==> src/rtl/nmux_pkg.sv <==
// rtl/nmux_pkg.sv - mode constants and width helper shared by the nmux_scan slice
package nmux_pkg;

  localparam logic MODE_MANUAL = 1'b0;
  localparam logic MODE_SCAN   = 1'b1;

  function automatic int ch_width(input int n);
    return (n <= 2) ? 1 : $clog2(n);
  endfunction

endpackage

==> src/rtl/nmux_scan_ctr.sv <==
// rtl/nmux_scan_ctr.sv - dwell counter, next-channel search and wrap pulse for nmux_scan
// cur is the channel the current enabled scan cycle samples; wrap is registered to line up with y.
module nmux_scan_ctr
  import nmux_pkg::*;
#(
  parameter int N     = 4,
  parameter int DWELL = 4,
  localparam int SW   = ch_width(N),
  localparam int DW   = ch_width(DWELL + 1)
) (
  input  logic          clk,
  input  logic          rst,
  input  logic          en,
  input  logic          mode,
  input  logic [SW-1:0] s,
  input  logic          s_legal,
  input  logic [N-1:0]  skip,
  output logic [SW-1:0] cur,
  output logic          scan_ok,
  output logic          wrap
);

  logic [SW-1:0] cur_q;
  logic [DW-1:0] dcnt;
  logic          wrap_pend;
  logic          found_a, found_b;
  logic [SW-1:0] idx_a, idx_b;
  logic [DW-1:0] dcnt_base;
  logic          last, jump_wrap, adv_wrap;

  // First unmasked channel after c, circularly; c itself is the last candidate.
  function automatic logic [SW:0] next_free(input logic [SW-1:0] c, input logic [N-1:0] m);
    logic [SW:0] r;
    int idx;
    r = '0;
    for (int k = N; k >= 1; k--) begin
      idx = (int'(c) + k) % N;
      if (!m[idx]) r = {1'b1, SW'(idx)};
    end
    return r;
  endfunction

  always_comb begin
    {found_a, idx_a} = next_free(cur_q, skip);
    cur              = skip[cur_q] ? idx_a : cur_q;
    jump_wrap        = skip[cur_q] && (idx_a < cur_q);
    {found_b, idx_b} = next_free(cur, skip);
    scan_ok          = (!skip[cur_q] || found_a) && found_b;
    dcnt_base        = skip[cur_q] ? '0 : dcnt;
    last             = (dcnt_base == DW'(DWELL - 1));
    adv_wrap         = (idx_b <= cur);
  end

  always_ff @(posedge clk or posedge rst) begin
    if (rst) begin
      cur_q     <= '0;
      dcnt      <= '0;
      wrap_pend <= 1'b0;
      wrap      <= 1'b0;
    end else if (!en) begin
      wrap <= 1'b0;
    end else if (mode == MODE_MANUAL) begin
      wrap      <= 1'b0;
      wrap_pend <= 1'b0;
      dcnt      <= '0;
      if (s_legal) cur_q <= s;
    end else if (!scan_ok) begin
      wrap <= 1'b0;
    end else begin
      wrap <= wrap_pend | jump_wrap;
      if (last) begin
        cur_q     <= idx_b;
        dcnt      <= '0;
        wrap_pend <= adv_wrap;
      end else begin
        cur_q     <= cur;
        dcnt      <= dcnt_base + 1'b1;
        wrap_pend <= 1'b0;
      end
    end
  end

endmodule

==> src/rtl/nmux_scan.sv <==
// rtl/nmux_scan.sv - N-channel registered mux with manual select and round-robin scan
// Define NMUX_SKIP_MASK_EN to add the skip port that masks channels out of the scan.
module nmux_scan
  import nmux_pkg::*;
#(
  parameter int N     = 4,
  parameter int W     = 8,
  parameter int DWELL = 4,
  localparam int SW   = ch_width(N)
) (
  input  logic           clk,
  input  logic           rst,
  input  logic [N*W-1:0] i,
  input  logic [SW-1:0]  s,
  input  logic           mode,
  input  logic           en,
`ifdef NMUX_SKIP_MASK_EN
  input  logic [N-1:0]   skip,
`endif
  output logic [W-1:0]   y,
  output logic [SW-1:0]  y_ch,
  output logic           y_valid,
  output logic           wrap
);

  logic [N-1:0]  skip_m;
  logic          s_legal;
  logic [SW-1:0] cur;
  logic          scan_ok;

`ifdef NMUX_SKIP_MASK_EN
  assign skip_m = skip;
`else
  assign skip_m = '0;
`endif

  assign s_legal = (int'(s) < N);

  function automatic logic [W-1:0] pick(input logic [N*W-1:0] d, input logic [SW-1:0] c);
    logic [W-1:0] r;
    r = '0;
    for (int k = 0; k < N; k++)
      if (int'(c) == k) r = d[k*W +: W];
    return r;
  endfunction

  nmux_scan_ctr #(.N(N), .DWELL(DWELL)) u_ctr (
    .clk     (clk),
    .rst     (rst),
    .en      (en),
    .mode    (mode),
    .s       (s),
    .s_legal (s_legal),
    .skip    (skip_m),
    .cur     (cur),
    .scan_ok (scan_ok),
    .wrap    (wrap)
  );

  // An illegal manual select still reports s on y_ch so the consumer can see what was asked for.
  always_ff @(posedge clk or posedge rst) begin
    if (rst) begin
      y       <= '0;
      y_ch    <= '0;
      y_valid <= 1'b0;
    end else if (!en) begin
      y_valid <= 1'b0;
    end else if (mode == MODE_MANUAL) begin
      y       <= s_legal ? pick(i, s) : '0;
      y_ch    <= s;
      y_valid <= s_legal;
    end else if (scan_ok) begin
      y       <= pick(i, cur);
      y_ch    <= cur;
      y_valid <= 1'b1;
    end else begin
      y_valid <= 1'b0;
    end
  end

endmodule

==> config.mk <==
export PLATFORM = sky130hd
export DESIGN_NAME = nmux_scan
export DESIGN_NICKNAME = d
export VERILOG_FILES = /design/src/rtl/nmux_pkg.sv /design/src/rtl/nmux_scan_ctr.sv /design/src/rtl/nmux_scan.sv
export SDC_FILE = /design/constraint.sdc
export NUM_CORES = 1
export LEC_CHECK = 0
export ABC_AREA = 1
export CORE_ASPECT_RATIO = 0.5
export CORE_MARGIN = 10
export CORE_UTILIZATION = 34
export CTS_CLUSTER_SIZE = 16
export DETAILED_ROUTE_END_ITERATION = 10
export PLACE_DENSITY = 0.68
export SYNTH_ARGS = -nofsm -noshare
export SYNTH_HDL_FRONTEND = slang
export SYNTH_SLANG_ARGS = --single-unit
==> constraint.sdc <==
create_clock -name clk -period 1.2 [get_ports clk]
set_input_delay 0.24 -clock clk [delete_from_list [all_inputs] [get_ports clk]]
set_output_delay 0.24 -clock clk [all_outputs]
set_load 0.02 [all_outputs]
After elaboration in Yosys (flattened, before gate mapping)
Index checks and enable logic that the tools add are counted.
{ "word_totals": {"elab_cells": 122, "register_bits": 18} }
{ "classes": {"n_reduce_logical": 15, "eq_ne": 8, "n_addsub": 9, "n_lt_le_gt_ge": 11, "bitwise": 9, "n_mux": 63} }
{ "op_table": {"columns": ["cell", "count"], "rows": [
  ["2-to-1 mux 8 bit", 10],
  ["2-to-1 mux 3 bit", 12],
  ["< comparator 3 x 4 -> 1 bit (second input constant)", 8],
  ["2-to-1 mux 1 bit", 26],
  ["binary-select mux 1 bit (select 2 bit)", 9],
  ["OR reduction 2 bit", 8],
  ["2-to-1 mux 2 bit", 6],
  ["adder 2 x 1 -> 2 bit (second input constant)", 4],
  ["adder 2 bit (second input constant)", 4],
  ["AND 1 bit (first input constant)", 8],
  ["== test 2 bit (second input constant)", 4],
  ["== test 2 x 1 -> 1 bit (second input constant)", 2],
  ["zero test 2 bit", 2],
  ["adder 3 x 1 -> 3 bit (second input constant)", 1],
  ["== test 3 x 2 -> 1 bit (second input constant)", 1],
  ["< comparator 2 x 3 -> 1 bit (second input constant)", 1],
  ["less-or-equal comparator 2 bit", 1],
  ["logical AND 1 bit", 2],
  ["< comparator 2 bit", 1],
  ["!= test 2 x 1 -> 1 bit (second input constant)", 1],
  ["AND reduction 2 bit", 1],
  ["zero test 1 bit", 1],
  ["logical OR 1 bit", 1],
  ["bitwise OR 1 bit", 1]
]} }

Logic depth before layout (Yosys ltp)
Gate-level depths: netlist of run 1.
{ "logic_depth": {"word_depth": 25, "mapped_depth": 12} }

Cells and area by module
From an unflattened synthesis of run 1, not the netlist that was laid out.
{ "hier_totals": {"cells_unflattened": 345, "area_unflattened_um2": 2097.0} }
{ "by_module_without_submodules": {"columns": ["mod", "instances", "cells_each", "area_per_inst_um2", "seq_area_each_um2"], "rows": [
  ["nmux_scan_ctr", 1, 166, 1061.0, 175.2],
  ["nmux_scan", 1, 179, 1036.0, 275.3]
]} }

Worst setup path before layout of run 1
No wires, ideal clock.
{ "synth_path": {"path_kind": "reg-to-reg", "start": "reg u_ctr.cur_q[0]", "end": "reg y[6]", "setup_ps": 116, "path_slack_ps": -143, "required_time_ps": 1084, "path_buffers": 2, "stages_incl_launch_ff": 10, "arrival_time_ps": 1226, "synth_period_minus_slack_ps": 1343, "cell_sequence": "dfrtp_1 -> ha_1 -> buf_2 -> buf_2 -> a21oi_1 -> nand2_1 -> nand2_1 -> nand2_1 -> nand2_1 -> nand2_1"} }
{ "synth_via": {"elab_chain_len": 20} }
{ "synth_rtl": {"columns": ["item", "line", "source"], "rows": [
  ["start, declared", "nmux_scan_ctr.sv:23", "logic [SW-1:0] cur_q;"],
  ["start signal, assigned", "nmux_scan_ctr.sv:66", "if (s_legal) cur_q <= s;"],
  ["start signal, assigned", "nmux_scan_ctr.sv:72", "cur_q <= idx_b;"],
  ["start signal, assigned", "nmux_scan_ctr.sv:76", "cur_q <= cur;"],
  ["adder 2 x 1 -> 2 bit", "nmux_scan_ctr.sv:37", "idx = (int'(c) + k) % N;"],
  ["binary-select mux 1 bit (select 2 bit)", "nmux_scan_ctr.sv:38", "if (!m[idx]) r = {1'b1, SW'(idx)};"],
  ["2-to-1 mux 1 bit (implied by the code) (2 in series)", "nmux_scan_ctr.sv:38", null],
  ["2-to-1 mux 3 bit (4 in series)", "nmux_scan_ctr.sv:38", null],
  ["2-to-1 mux 2 bit", "nmux_scan_ctr.sv:45", "cur = skip[cur_q] ? idx_a : cur_q;"],
  ["adder 2 x 1 -> 2 bit", "nmux_scan_ctr.sv:37", null],
  ["binary-select mux 1 bit (select 2 bit)", "nmux_scan_ctr.sv:38", null],
  ["2-to-1 mux 1 bit (implied by the code) (2 in series)", "nmux_scan_ctr.sv:38", null],
  ["2-to-1 mux 3 bit (4 in series)", "nmux_scan_ctr.sv:38", null],
  ["logical AND 1 bit", "nmux_scan_ctr.sv:48", "scan_ok = (!skip[cur_q] || found_a) && found_b;"],
  ["!= test 2 x 1 -> 1 bit (no line)", null, null],
  ["AND reduction 2 bit (no line)", null, null],
  ["end signal, assigned", "nmux_scan.sv:69", "y <= s_legal ? pick(i, s) : '0;"],
  ["end signal, assigned", "nmux_scan.sv:73", "y <= pick(i, cur);"],
  ["end, declared", "nmux_scan.sv:20", "output logic [W-1:0] y,"]
]} }
Several ways; a longest one is shown, not always the timed one. The select of a mux whose other input is x is not followed.
A chain may end at the register's enable or synchronous reset.

Worst setup path after layout of run 1
{ "layout_path": {"start": "reg u_ctr.cur_q[1]", "end": "reg y[5]"} }
Same word-level chain as after synthesis.

==> run_results.csv, run 1 <==
group,metric,value,unit
sta,slew_headroom,79.71,%
synthesis,synth_most_common_cell,"nand2_1",
place,dpl.hpwl,3864,µm
run_status,violations,"setup timing",
sta,maxSlewViolCount,0,
critical_path,cpMostUsedCell,"nand2_1",
sta,finalCritPeriodShare,119.7,%
worst_hold_path,hold_path.class,"input port to asynchronous set/reset pin",
clock_network,cts_buffers,3,
clock_network,clk_pin_slew,70,ps
synthesis,syn_area,0.001455,mm²
route,vias_per_cell,4.928,
die,die_h,66.26,µm
critical_path,crit_path_start_kind,"flop",
sta,fmax,696.0,MHz
synthesis,synth_area_leaders,"dfrtp_1, nand2_1, a21oi_1, nand3_1, ha_1",
synthesis,netlist.area_leader.share,30.95,%
sta,worst_slew_pin_slew,303.8,ps
route,postRouteAntennaNets,0,
critical_path,end_kind,"flop",
critical_path,slowest_delay,460,ps
layout,fin_nets,338,
synthesis,ys_seq_area_share,30.95,%
clock_network,cts_hold_buf,0,
sta,setup_viol,9,
synthesis,syn_inst,229,
critical_path,slowest_stage,"dfrtp_2",
synthesis,synthTopCellsByCount,"nand2_1, a21oi_1, dfrtp_1, nand3_1, inv_1",
synthesis,syn-num-nets,272,
critical_path,cp_cell_sequence,"buf_4, ha_4, a21oi_2, nand2_2, nand2_1, nand2_1, nand2_1, nand2_1",
critical_path,required,1350,ps
clock_network,cts_sinks,18,
sta,hold_viol_final,0,
place,place_congestion,0.7998,
critical_path,crit_family,"flip-flops",
synthesis,synth_edf_count,0,
critical_path,criticalPathCategory,"flop to flop",
layout,fillers,382,
die,num_rows,16,
route,drt_iter0_drc,81,
synthesis,yosysUniqueCellTypes,23,
sta,skew,0.3601,ps
die,die_area,0.007456,mm²
synthesis,yosysWarningCount,0,
die,io_pins,50,
layout,postLayoutCoreUtil,57.00,%
sta,rsz0062_at_grt,"true",
power_and_ir_drop,p_leak,1.126,nW
grt,antenna_found_initial,0,
route,drtPass1Iterations,4,
run_status,status,"complete, but fails checks",
die,start_util,36.34,%
place,portBuffers,49,
power_and_ir_drop,ir_drop,0.9967,mV
grt,grt_pass1_vias,1710,
grt,grt_pass1_wl,8107,µm
critical_path,path_buf_inv,1,
synthesis,synthFlopType,"dfrtp_1",
synthesis,synth.largest_area_cell,"dfrtp_1",
grt,grt_max_degree,19,
sta,period_needed,1437,ps
grt,grt_overflow,0,
grt,grt_usage,13.03,%
route,drc,0,
sta,worst_slack,-236.8,ps
clock_network,cts.path.max_buffers,2,
route,wl_per_cell,14.13,µm
layout,area_growth,56.84,%
power_and_ir_drop,power_density,1270,mW/mm²
critical_path,worstPathMaxFanout,17,
layout,antennaDiodeCount,0,
clock_network,clk-insertion-delay-late,250,ps
synthesis,syn_area_per_cell,6.354,µm²
flow_run,max_cap_violations,0,
synthesis,ys_ff_latch,18,
layout,final_cells,348,
layout,drive_above_1_share,24.15,%
route,dr_total_vias,1715,
clock_network,cts_tree,"yes",
route,drt_wl_total,4916,µm
place,dp.cells,339,
die,dieWidth,112.5,µm
synthesis,synth-async-reset-ratio,100.0,%
place,preCtsSetupSlack,-441.3,ps
die,fp.coreArea,0.004004,mm²
critical_path,cp.arrival,1580,ps
clock_network,clock-root-buffer,"clkbuf_8",
clock_network,cts-htree-levels,1,
-- routing by layer --
| metal | up-vias | GRT usage, % | share of wire, % |
|---|---|---|---|
| met2 | 66 | 22.99 | 48 |
| met5 | - | 0 | 0 |
| met1 | 788 | 15.66 | 42 |
| met3 | 4 | 3.895 | 9.4 |
| met4 | 0 | 2.044 | 0.51 |
| li1 | 857 | - | - |
-- worst min-delay path: cells and delay by family --
kind / cells / cell delay [ps]
buffers and inverters: 3 / 680
-- cell type report --
| cell class | instances | area, µm² | share of cell area (%) |
|---|---|---|---|
| multi-input combinational | 180 | 973.4 | 42.65 |
| timing repair buffer | 72 | 651.9 | 28.56 |
| sequential | 18 | 451.7 | 19.79 |
| inverter | 20 | 82.58 | 3.618 |
| tap | 54 | 67.56 | 2.961 |
| clock buffer | 4 | 55.05 | 2.412 |
-- power by group --
part | internal [mW] | switching, mW | leakage (nW)
Sequential | 0.721 | 0.0900 | 0.227
Clock | 0.292 | 0.210 | 0.0288
Combinational | 0.715 | 0.870 | 0.870
-- cell families (layout without fill, tap and decap cells) --
kind of cell	Yosys count	count (layout)	share of synthesized area, %
simple gates	134	134	37.83
xor+xnor	1	1	0.6020
flops	18	18	30.95
fa+ha+maj	5	5	4.299
buf+inv	31	96	11.09
compound gates	40	40	15.22
-- worst paths after layout --
path,startpoint,to,slack (ps),depth (start not counted)
max in group asynchronous,rst,u_ctr.cur_q[1],700,3
setup / recovery,u_ctr.cur_q[1],y[5],-240,8
hold / removal,rst,y[5],290,3
min in group clk,y[3],y[3],480,2
hold reg to reg,y[3],y[3],480,2
setup reg to reg,u_ctr.cur_q[1],y[5],-240,8
-- placed cells by master (no fill, tap or decap), types with 8 or more instances in the layout --
cell,instances
buf_4,21
clkdlybuf4s50_1,35
dfrtp_1,17
inv_1,13
a21oi_1,19
nand3_2,8
o21ai_1,11
nand3_1,10
nand2_1,101
nor2_1,8
-- stage by stage --
step	TNS, ps	area (µm²)	hold WS [ps]	total power [mW]
2_1_floorplan	-377.0	1489	178.6	1.621
3_3_place_gp	-4314	2086	469.8	2.185
3_5_place_dp	-4441	2086	468.0	2.200
4_1_cts	-1550	2268	302.3	2.866
5_1_grt	-2564	2282	310.4	3.105
6_report	-1632	2282	289.4	2.898
-- repair_timing --
| item | in CTS | in global routing |
|---|---|---|
| resized for setup | 45 | 17 |
| pin swaps | 19 | 8 |
| buffers inserted | 3 | 3 |
| endpoints found under the setup margin | 21 | 20 |
| endpoints found under the hold margin | 0 | 0 |
-- registers in the layout, indices dropped and copies added (netlist names) --
name	cells
u_ctr.cur_q	2
y	8
y_valid	1
y_ch	2
u_ctr.wrap_pend	1
u_ctr.dcnt	3
u_ctr.wrap	1
(Power assumes the default switching activity.)
==> run 2: changes to the inputs <==
--- a/config.mk
+++ b/config.mk
@@ -11,7 +11,9 @@
 export CORE_UTILIZATION = 34
 export CTS_CLUSTER_SIZE = 16
 export DETAILED_ROUTE_END_ITERATION = 10
-export PLACE_DENSITY = 0.68
+export DONT_BUFFER_PORTS = 1
+export GPL_ROUTABILITY_DRIVEN = 0
+export PLACE_DENSITY = 0.49
 export SYNTH_ARGS = -nofsm -noshare
 export SYNTH_HDL_FRONTEND = slang
 export SYNTH_SLANG_ARGS = --single-unit
==> run 2 against run 1 <==
- the run still ends with setup timing left
- die area did not move
- sequential share of layout area rose by 6.4 points
- non-clock buffer count decreased by 59
- global-route usage increased by 0.051 points
- critical path depth rose by 1
- register-to-register slack gained 40 ps
- utilization fell by 14 points
- power down 11%
- clock skew grew 5.6 ps
- fmax rose by 2.7%
- largest cell class unchanged
==> run_results.csv, run 2 (same netlist as run 1, synthesis figures left out) <==
group,metric,value,unit
sta,worst_slew_pin_slew,377.0,ps
clock_network,cts_tree,"yes",
critical_path,required,1350,ps
critical_path,worstPathMaxFanout,5,
critical_path,cp_cell_sequence,"inv_4, ha_4, buf_4, a21oi_2, nand2_2, nand2_1, nand2_1, nand2_1, nand2_1",
sta,worst_slack,-199.2,ps
sta,slew_headroom,74.84,%
flow_run,max_cap_violations,0,
clock_network,clock-root-buffer,"clkbuf_8",
sta,fmax,714.7,MHz
clock_network,clk_pin_slew,70,ps
clock_network,cts.path.max_buffers,2,
run_status,violations,"setup timing",
layout,area_growth,18.83,%
grt,grt_overflow,0,
critical_path,criticalPathCategory,"flop to flop",
sta,maxSlewViolCount,0,
layout,antennaDiodeCount,0,
sta,finalCritPeriodShare,116.6,%
route,dr_total_vias,1463,
grt,grt_usage,13.08,%
sta,hold_viol_final,0,
critical_path,slowest_delay,470,ps
place,dpl.hpwl,3682,µm
critical_path,cpMostUsedCell,"nand2_1",
grt,antenna_found_initial,0,
die,dieWidth,112.5,µm
layout,reg_top3,"y x8, u_ctr.dcnt x3",
layout,final_cell_mix,"nand2_1, a21oi_1, nand3_1, dfrtp_1, inv_1",
place,preCtsSetupSlack,-258.4,ps
layout,drive_above_1_share,20.43,%
layout,mostFrequentLayoutCell,"nand2_1",
critical_path,cp.arrival,1550,ps
power_and_ir_drop,total_power,2.581,mW
power_and_ir_drop,ir_drop,0.5014,mV
die,die_area,0.007456,mm²
route,vias_per_cell,5.062,
die,die_h,66.26,µm
layout,final_area,0.001729,mm²
sta,setup_viol,8,
die,io_pins,50,
place,portBuffers,0,
run_status,status,"complete, but fails checks",
route,drtPass1Iterations,4,
critical_path,crit_path_start_kind,"flop",
place,dpl_cell_area,0.001523,mm²
power_and_ir_drop,power_density,1493,mW/mm²
sta,skew,5.974,ps
clock_network,cts_sinks,18,
die,num_rows,16,
grt,grt_max_degree,19,
die,fp.coreArea,0.004004,mm²
grt,grt_pass1_vias,1433,
layout,largest_register_ffs,8,
layout,regMostFlops,"y",
sta,rsz0062_at_grt,"true",
power_and_ir_drop,p_leak,0.8613,nW
clock_network,clk-insertion-delay-late,260,ps
clock_network,cts-htree-levels,1,
route,drc,0,
clock_network,cts_buffers,3,
die,start_util,36.34,%
route,postRouteAntennaNets,0,
grt,grt_pass1_wl,7914,µm
sta,period_needed,1399,ps
critical_path,end_kind,"flop",
worst_hold_path,hold_path.class,"input port to flop",
route,drt_iter0_drc,133,
layout,fin_nets,279,
critical_path,slowest_stage,"dfrtp_2",
route,drt_wl_total,4900,µm
route,wl_per_cell,16.96,µm
==> run 2: worst paths after layout <==
| kind | endpoint | from | cells past startpoint | slack [ps] |
|---|---|---|---|---|
| worst max register to register | y[5] | u_ctr.cur_q[0] | 9 | -200 |
| max in group asynchronous | u_ctr.cur_q[0] | rst | 3 | 540 |
| min in group asynchronous | y[0] | rst | 3 | 440 |
| worst min register to register | u_ctr.wrap | u_ctr.wrap_pend | 2 | 500 |
| worst min-delay path | u_ctr.wrap_pend | en | 1 | 90 |
| worst max-delay path | y[5] | u_ctr.cur_q[0] | 9 | -200 |
==> run 2: timing repair <==
action                     CTS  global route
pin swaps                    3             7
hold endpoints to repair    18             1
setup endpoints to repair    9            11
hold buffers                 1             1
gates resized for setup     13            14
setup buffers                0             3
==> run 2: per-stage QoR <==
step,hold WS [ps],instances,utilization (%),setup TNS [ps]
6_report,90.26,289,43.19,-1372
5_1_grt,81.88,289,43.19,-2447
4_1_cts,5.392,287,41.09,-1360
3_5_place_dp,166.1,282,38.03,-1850
3_3_place_gp,166.9,282,38.03,-1567
2_1_floorplan,178.6,229,-,-377.0
==> run 2: layout make-up <==
type	count	area (µm²)
flip-flops and latches	18	452.9
multi-input cells	180	938.4
fillers	418	2275
well taps	54	67.56
clock buffers	4	55.05
repair buffers	13	130.1
inverters	20	85.08
==> run 2: power by group <==
part           switching (mW)  internal [mW]
logic                   0.635          0.507
registers               0.217          0.722
clock network           0.209          0.292
==> run 2: routing by layer <==
layer	wire [µm]	global-route usage [%]	up-vias
met5	0	0	-
met4	46	2.673	0
met3	628	5.525	7
met2	1962	18.10	61
met1	2261	18.17	660
li1	-	-	735
==> run 2: worst max-delay path, delay by kind of cell (launching register included) <==
family	cells	cell delay, ps
DFF	1	470
buffers and inverters	2	230
adders and majority gates	1	170
and+or+nand+nor	5	300
AOI/OAI and AO/OA	1	130
